$ cat src/rtl/mem_arb_pkg.sv
// ---------------------------------------------------------------------------
// mem_arb_pkg
//   Shared constants and types for the unified-memory port arbiter.
//   - RV32 load/store funct3 encodings (the memory decodes size/sign from them)
//   - NOP_INSTR: addi x0,x0,0, delivered after reset and on a misaligned fetch
//   - grant_e: which requester owns the memory port in the current cycle
// ---------------------------------------------------------------------------
package mem_arb_pkg;

  localparam logic [2:0] F3_LB  = 3'b000;
  localparam logic [2:0] F3_LH  = 3'b001;
  localparam logic [2:0] F3_LW  = 3'b010;
  localparam logic [2:0] F3_LBU = 3'b100;
  localparam logic [2:0] F3_LHU = 3'b101;
  localparam logic [2:0] F3_SB  = 3'b000;
  localparam logic [2:0] F3_SH  = 3'b001;
  localparam logic [2:0] F3_SW  = 3'b010;

  localparam logic [31:0] NOP_INSTR = 32'h0000_0013;

  typedef enum logic [1:0] {
    GNT_IDLE  = 2'd0,
    GNT_FETCH = 2'd1,
    GNT_DATA  = 2'd2
  } grant_e;

endpackage

$ cat src/rtl/mem_align_checker.sv
// ---------------------------------------------------------------------------
// mem_align_checker
//   Flags a misaligned access for the request that currently owns the port.
//   Ports:
//     funct3     in  3  load/store size (ignored for fetches)
//     addr       in  2  low byte-address bits of the granted access
//     is_fetch   in  1  granted access is an instruction fetch (always a word)
//     misaligned out 1  access must be suppressed
//   Byte accesses can never be misaligned; unknown funct3 codes are treated
//   as byte-sized so they pass through unchanged.
// ---------------------------------------------------------------------------
module mem_align_checker
  import mem_arb_pkg::*;
(
  input  logic [2:0] funct3,
  input  logic [1:0] addr,
  input  logic       is_fetch,
  output logic       misaligned
);

  always_comb begin
    misaligned = 1'b0;
    if (is_fetch) begin
      misaligned = (addr != 2'b00);
    end else begin
      case (funct3)
        F3_LW:         misaligned = (addr != 2'b00);
        F3_LH, F3_LHU: misaligned = addr[0];
        default:       misaligned = 1'b0;
      endcase
    end
  end

endmodule

$ cat src/rtl/mem_port_arbiter.sv
// ---------------------------------------------------------------------------
// mem_port_arbiter
//   Initiator side of the single-port unified instruction/data memory.
//   Each cycle the port goes to the MEM stage (loads/stores) or the IF stage
//   (fetch). Data has priority, but after MAX_DATA_RUN consecutive data
//   cycles one cycle is handed to the fetch side so IF cannot starve.
//   Reads are combinational (zero latency); stores commit on the clock edge
//   that ends the data cycle.
//   Ports:
//     clk, rst                      clock, synchronous active-high reset
//     if_req, if_pc                 fetch request and byte address
//     if_instr, if_valid, if_stall  fetched/held instruction, fresh flag, stall
//     mem_rd, mem_wr, mem_funct3,
//     mem_addr, mem_wdata           load/store request from MEM stage
//     mem_rdata, mem_done,
//     mem_stall                     load data, completion, stall to MEM stage
//     m_MemRead, m_MemWrite,
//     m_function3, m_addr,
//     m_data_in, m_data_out         memory-side port (word-indexed address)
//     misalign_err                  sticky misaligned-access flag
// ---------------------------------------------------------------------------
module mem_port_arbiter #(
  parameter int          ADDR_W       = 6,
  parameter int          MAX_DATA_RUN = 3,
  parameter logic [31:0] NOP_INSTR    = mem_arb_pkg::NOP_INSTR
) (
  input  logic              clk,
  input  logic              rst,
  input  logic              if_req,
  input  logic [31:0]       if_pc,
  output logic [31:0]       if_instr,
  output logic              if_valid,
  output logic              if_stall,
  input  logic              mem_rd,
  input  logic              mem_wr,
  input  logic [2:0]        mem_funct3,
  input  logic [31:0]       mem_addr,
  input  logic [31:0]       mem_wdata,
  output logic [31:0]       mem_rdata,
  output logic              mem_done,
  output logic              mem_stall,
  output logic              m_MemRead,
  output logic              m_MemWrite,
  output logic [2:0]        m_function3,
  output logic [ADDR_W-1:0] m_addr,
  output logic [31:0]       m_data_in,
  input  logic [31:0]       m_data_out,
  output logic              misalign_err
);

  import mem_arb_pkg::grant_e;
  import mem_arb_pkg::GNT_IDLE;
  import mem_arb_pkg::GNT_FETCH;
  import mem_arb_pkg::GNT_DATA;
  import mem_arb_pkg::F3_LW;

  localparam int              RUN_W   = $clog2(MAX_DATA_RUN + 1);
  localparam logic [RUN_W-1:0] RUN_MAX = RUN_W'(MAX_DATA_RUN);

  logic [RUN_W-1:0] data_run_q, data_run_d;
  logic [31:0]      last_instr_q, last_instr_d;
  logic             misalign_err_q, misalign_err_d;

  logic   dreq;
  grant_e grant;
  logic   chk_misaligned;
  logic   unused_addr_bits;

  // Upper address bits are deliberately dropped: addresses wrap in memory.
  assign unused_addr_bits = ^{if_pc[31:ADDR_W+2], mem_addr[31:ADDR_W+2]};

  assign dreq = mem_rd | mem_wr;

  // Grant decision. Reset parks the port so nothing can be written.
  always_comb begin
    grant = GNT_IDLE;
    if (!rst) begin
      if (dreq && (data_run_q < RUN_MAX)) begin
        grant = GNT_DATA;
      end else if (if_req) begin
        grant = GNT_FETCH;
      end
    end
  end

  mem_align_checker u_align (
    .funct3     (mem_funct3),
    .addr       ((grant == GNT_FETCH) ? if_pc[1:0] : mem_addr[1:0]),
    .is_fetch   (grant == GNT_FETCH),
    .misaligned (chk_misaligned)
  );

  always_comb begin
    m_MemRead      = 1'b0;
    m_MemWrite     = 1'b0;
    m_function3    = 3'b000;
    m_addr         = '0;
    m_data_in      = '0;
    mem_rdata      = '0;
    mem_done       = 1'b0;
    if_valid       = 1'b0;
    if_instr       = last_instr_q;
    // A pending requester that did not get the port is stalled.
    if_stall       = if_req & ~rst;
    mem_stall      = dreq & ~rst;
    data_run_d     = '0;
    last_instr_d   = last_instr_q;
    misalign_err_d = misalign_err_q;

    case (grant)
      GNT_DATA: begin
        m_addr      = mem_addr[ADDR_W+1:2];
        m_function3 = mem_funct3;
        m_data_in   = mem_wr ? mem_wdata : 32'h0;
        mem_done    = 1'b1;
        mem_stall   = 1'b0;
        data_run_d  = data_run_q + 1'b1;
        // Simultaneous load and store: the store proceeds, but it is an error.
        if (mem_rd && mem_wr) begin
          misalign_err_d = 1'b1;
        end
        if (chk_misaligned) begin
          // Suppressed access still completes so the MEM stage does not hang.
          misalign_err_d = 1'b1;
        end else begin
          m_MemWrite = mem_wr;
          m_MemRead  = mem_rd & ~mem_wr;
          mem_rdata  = m_data_out;
        end
      end
      GNT_FETCH: begin
        m_addr      = if_pc[ADDR_W+1:2];
        m_function3 = F3_LW;
        if_valid    = 1'b1;
        if_stall    = 1'b0;
        if (chk_misaligned) begin
          if_instr       = NOP_INSTR;
          misalign_err_d = 1'b1;
        end else begin
          if_instr = m_data_out;
        end
        last_instr_d = if_instr;
      end
      default: begin
      end
    endcase

    if (rst) begin
      if_instr = NOP_INSTR;
    end
  end

  always_ff @(posedge clk) begin
    if (rst) begin
      data_run_q     <= '0;
      last_instr_q   <= NOP_INSTR;
      misalign_err_q <= 1'b0;
    end else begin
      data_run_q     <= data_run_d;
      last_instr_q   <= last_instr_d;
      misalign_err_q <= misalign_err_d;
    end
  end

  assign misalign_err = misalign_err_q;

endmodule

$ cat config.mk
export PLATFORM = sky130hd
export DESIGN_NAME = mem_port_arbiter
export DESIGN_NICKNAME = d
export VERILOG_FILES = /design/src/rtl/mem_arb_pkg.sv /design/src/rtl/mem_align_checker.sv /design/src/rtl/mem_port_arbiter.sv
export SDC_FILE = /design/constraint.sdc
export NUM_CORES = 1
export LEC_CHECK = 0
export ABC_AREA = 1
export BUFFER_PORTS_ARGS = -buffer_cell sky130_fd_sc_hd__buf_2
export CORE_AREA = 2 2 95 97
export DETAILED_ROUTE_END_ITERATION = 6
export DIE_AREA = 0 0 97 99
export GPL_TIMING_DRIVEN = 0
export HOLD_SLACK_MARGIN = 0.06
export PLACE_DENSITY = 0.71
export SLEW_MARGIN = 20
export SYNTH_ARGS = -nofsm -noshare
export SYNTH_HDL_FRONTEND = slang
export SYNTH_HIERARCHICAL = 1
export SYNTH_SLANG_ARGS = --single-unit
$ cat constraint.sdc
create_clock -name clk -period 8.26 [get_ports clk]
set_input_delay 1.652 -clock clk [delete_from_list [all_inputs] [get_ports clk]]
set_output_delay 1.652 -clock clk [all_outputs]
set_load 0.02 [all_outputs]
==> flow_summary.yaml <==
worst_setup_path:
  crit_arrival_ns: 4.48
  cp_data_required_time_ns: 6.61
  critPathLaunchType: "input pin"
  crit_path_cell_trace: "buf_2 > nor2_1 > nor2_1 > nor3_1 > ha_1 > buf_4 > inv_4 > buf_4 > nand2_1 > nand2_1 > or2_0 > nand2_1 > nand2_1 > inv_2 > buf_2 > a21oi_1 > nor2_1 > buf_2"
  cp-end-kind: "output port"
  cpMostUsedCell: "nand2_1"
  crit_slowest_cell: "ha_1"
  crit_fanout: 10
  rr_startpoint: "data_run_q[0]"
  crit_path_start: "mem_wr"
  max_stage_delay_ns: 0.28
  critPathKind: "input pin to output port"
global_route:
  antenna_found_initial: 0
  grt_pass1_vias: 2702
  grt_pass1_wl_um: 12600
  grt_overflow_total: 0
  track_usage: 0.159
  grt_max_degree: 11
sta:
  slew_viol_final: 0
  skew_ns: 0.00671
  finalSetupViolCount: 0
  fin_crit_sh: 0.743
  max_clock_freq_ghz: 0.163
  relSlewSlack: 0.714
  fin_crit_ns: 6.13
  hold_viol_final: 0
  worst-slew-pin-transition_ns: 0.429
  tns_ns: 0
  rsz0062_at_grt: "false"
layout:
  drive_above_1_share: 0.447
  fin_nets: 697
  synthToLayoutAreaGrowth_pct: 55.5
  n_fill_cell: 941
  multi_input_area_um2: 1020
  seqCellArea_um2: 701
  n_antenna_cell: 0
logic_synthesis:
  synth_xor_area_frac: 0
  yosys_warnings: 6
  ys_seq_area_frac: 0.320
  synthSimpleGateAreaFrac: 0.282
  avgSynthCellArea_um2: 6.22
  synthAdderAreaFrac: 0.0229
  postSynthCellCount: 352
  synth_top_family_by_area: "simple AND/OR/NAND/NOR gates"
  synth_area_um2: 2190
  netlist.top_cell.by_area: "dfxtp_1"
  synth_top_cells_by_area: "dfxtp_1 32%, nor2_1 13%, inv_1 13%"
  ys_ff_latch: 35
  synth_top_area_frac: 0.320
  synth_compound_area_frac: 0.162
  syn_nets: 492
  muxShareOfSynthArea: 0
  synth_cell_types: 20
place:
  place.gp.congestion: 0.895
  io_buffers: 198
  dp_hpwl_um: 6790
clocking:
  clkTransAtPathRegs_ns: 0.07
  root_buffer: "clkbuf_8"
  cts.repair.resized: 0
  post_cts_buffers: 0
  clk_path_buf_depth: 2
  hold_buffers: 0
  cts_tree: "yes"
  insertion_delay_ns: 0.28
  cts_sinks: 35
  h-tree-depth: 2
  cts_made_buffers: 5
worst_hold_path:
  hold_path_class: "flip-flop to flip-flop"
  min_from: "data_run_q[0]"
route:
  drt-initial-drc-count: 66
  routed_via_density: 4.32
  drt_wl_total_um: 8250
  vias: 2873
  wl_per_cell_um: 12.4
  dr.pass1.iters: 5
  ant_nets: 0
  drc: 0
power_and_ir_drop:
  power_uw: 435
  power_density_nw_per_um2: 128
  ir_worst_vdd_mv: 0.0707
  p_leak_nw: 2.18
status:
  status: "complete, no violations"
die:
  io_pins: 248
  dieArea_um2: 9600
  core_um2: 8550
  die_height_um: 99
  start_util: 0.256
  die_w_um: 97
  fp-row-count: 34
job:
  cap_viol_max_count: 0
[layer usage]
layer,vias to the layer above,GRT usage,part of all wire
li1,1452,-,-
met1,1271,0.195,0.43
met2,138,0.280,0.48
met3,12,0.0326,0.077
met4,0,0.0488,0.017
met5,-,0,0
[power by group]
part,switching (mW),internal [mW]
clock,0.0587,0.0654
sequential,0.00118,0.174
combinational,0.0860,0.0504
total,0.146,0.289
[logic make-up (layout without fill, tap and decap cells)]
family / Yosys count / in the layout
DFF: 35 / 35
and+or+nand+nor: 144 / 144
buffers and inverters: 98 / 303
adders and majority gates: 4 / 4
AOI/OAI and AO/OA: 71 / 71
[worst paths after layout]
check,slack [ns],cells past startpoint,end
setup / recovery,2.13,18,if_instr[14]
hold / removal,0.42,1,data_run_q[0]
setup reg to reg,5.39,16,last_instr_q[14]
hold reg to reg,0.42,1,data_run_q[0]
[cell usage in the layout (no fill, tap or decap), drive strengths merged]
master  instances
clkinv          1
a21oi          40
o21ai          31
dfxtp          35
clkbuf          9
ha              4
or2             1
nand2          39
nor3            3
inv            77
buf           216
nand3           2
nor3b           1
nor2           98
[stage by stage]
stage	utilization	area [um^2]	worst slack, ns	cells	hold slack [ns]
CTS	0.398	3400	2.06	665	0.422
floorplan	-	2190	2.79	352	0.398
finish	0.398	3400	2.13	665	0.422
detailed placement	0.388	3310	2.07	658	0.411
global placement	0.388	3310	2.10	658	0.406
global route	0.398	3400	1.71	665	0.453
[registers in the layout (all words and copies together), names as in the netlist]
signal / cells
last_instr_q: 32
data_run_q: 2
misalign_err: 1
[worst max-delay path: cells and delay by family]
| kind | cells | cell delay, ns |
|---|---|---|
| AND/OR/NAND/NOR | 9 | 1.25 |
| adder cells (fa/ha/maj) | 1 | 0.28 |
| buffers and inverters | 7 | 1.20 |
| AO/OA/AOI/OAI | 1 | 0.09 |
[cell usage after synthesis, drive strengths merged]
cell type / n
dfxtp: 35
nand2: 39
a21oi: 40
clkbuf: 3
or2: 1
nor3b: 1
ha: 4
nand3: 2
nor3: 3
inv: 77
nor2: 98
o21ai: 31
buf: 18
[area by class of cell]
type | count | share of cell area
Inverter | 77 | 0.0857
Multi-Input combinational cell | 219 | 0.301
Buffer | 21 | 0.0508
Timing Repair Buffer | 198 | 0.291
Tap cell | 108 | 0.0397
Clock inverter | 1 | 0.00147
Clock buffer | 6 | 0.0243
Sequential cell | 35 | 0.206
Note: power is estimated with default switching activity, not from simulation.
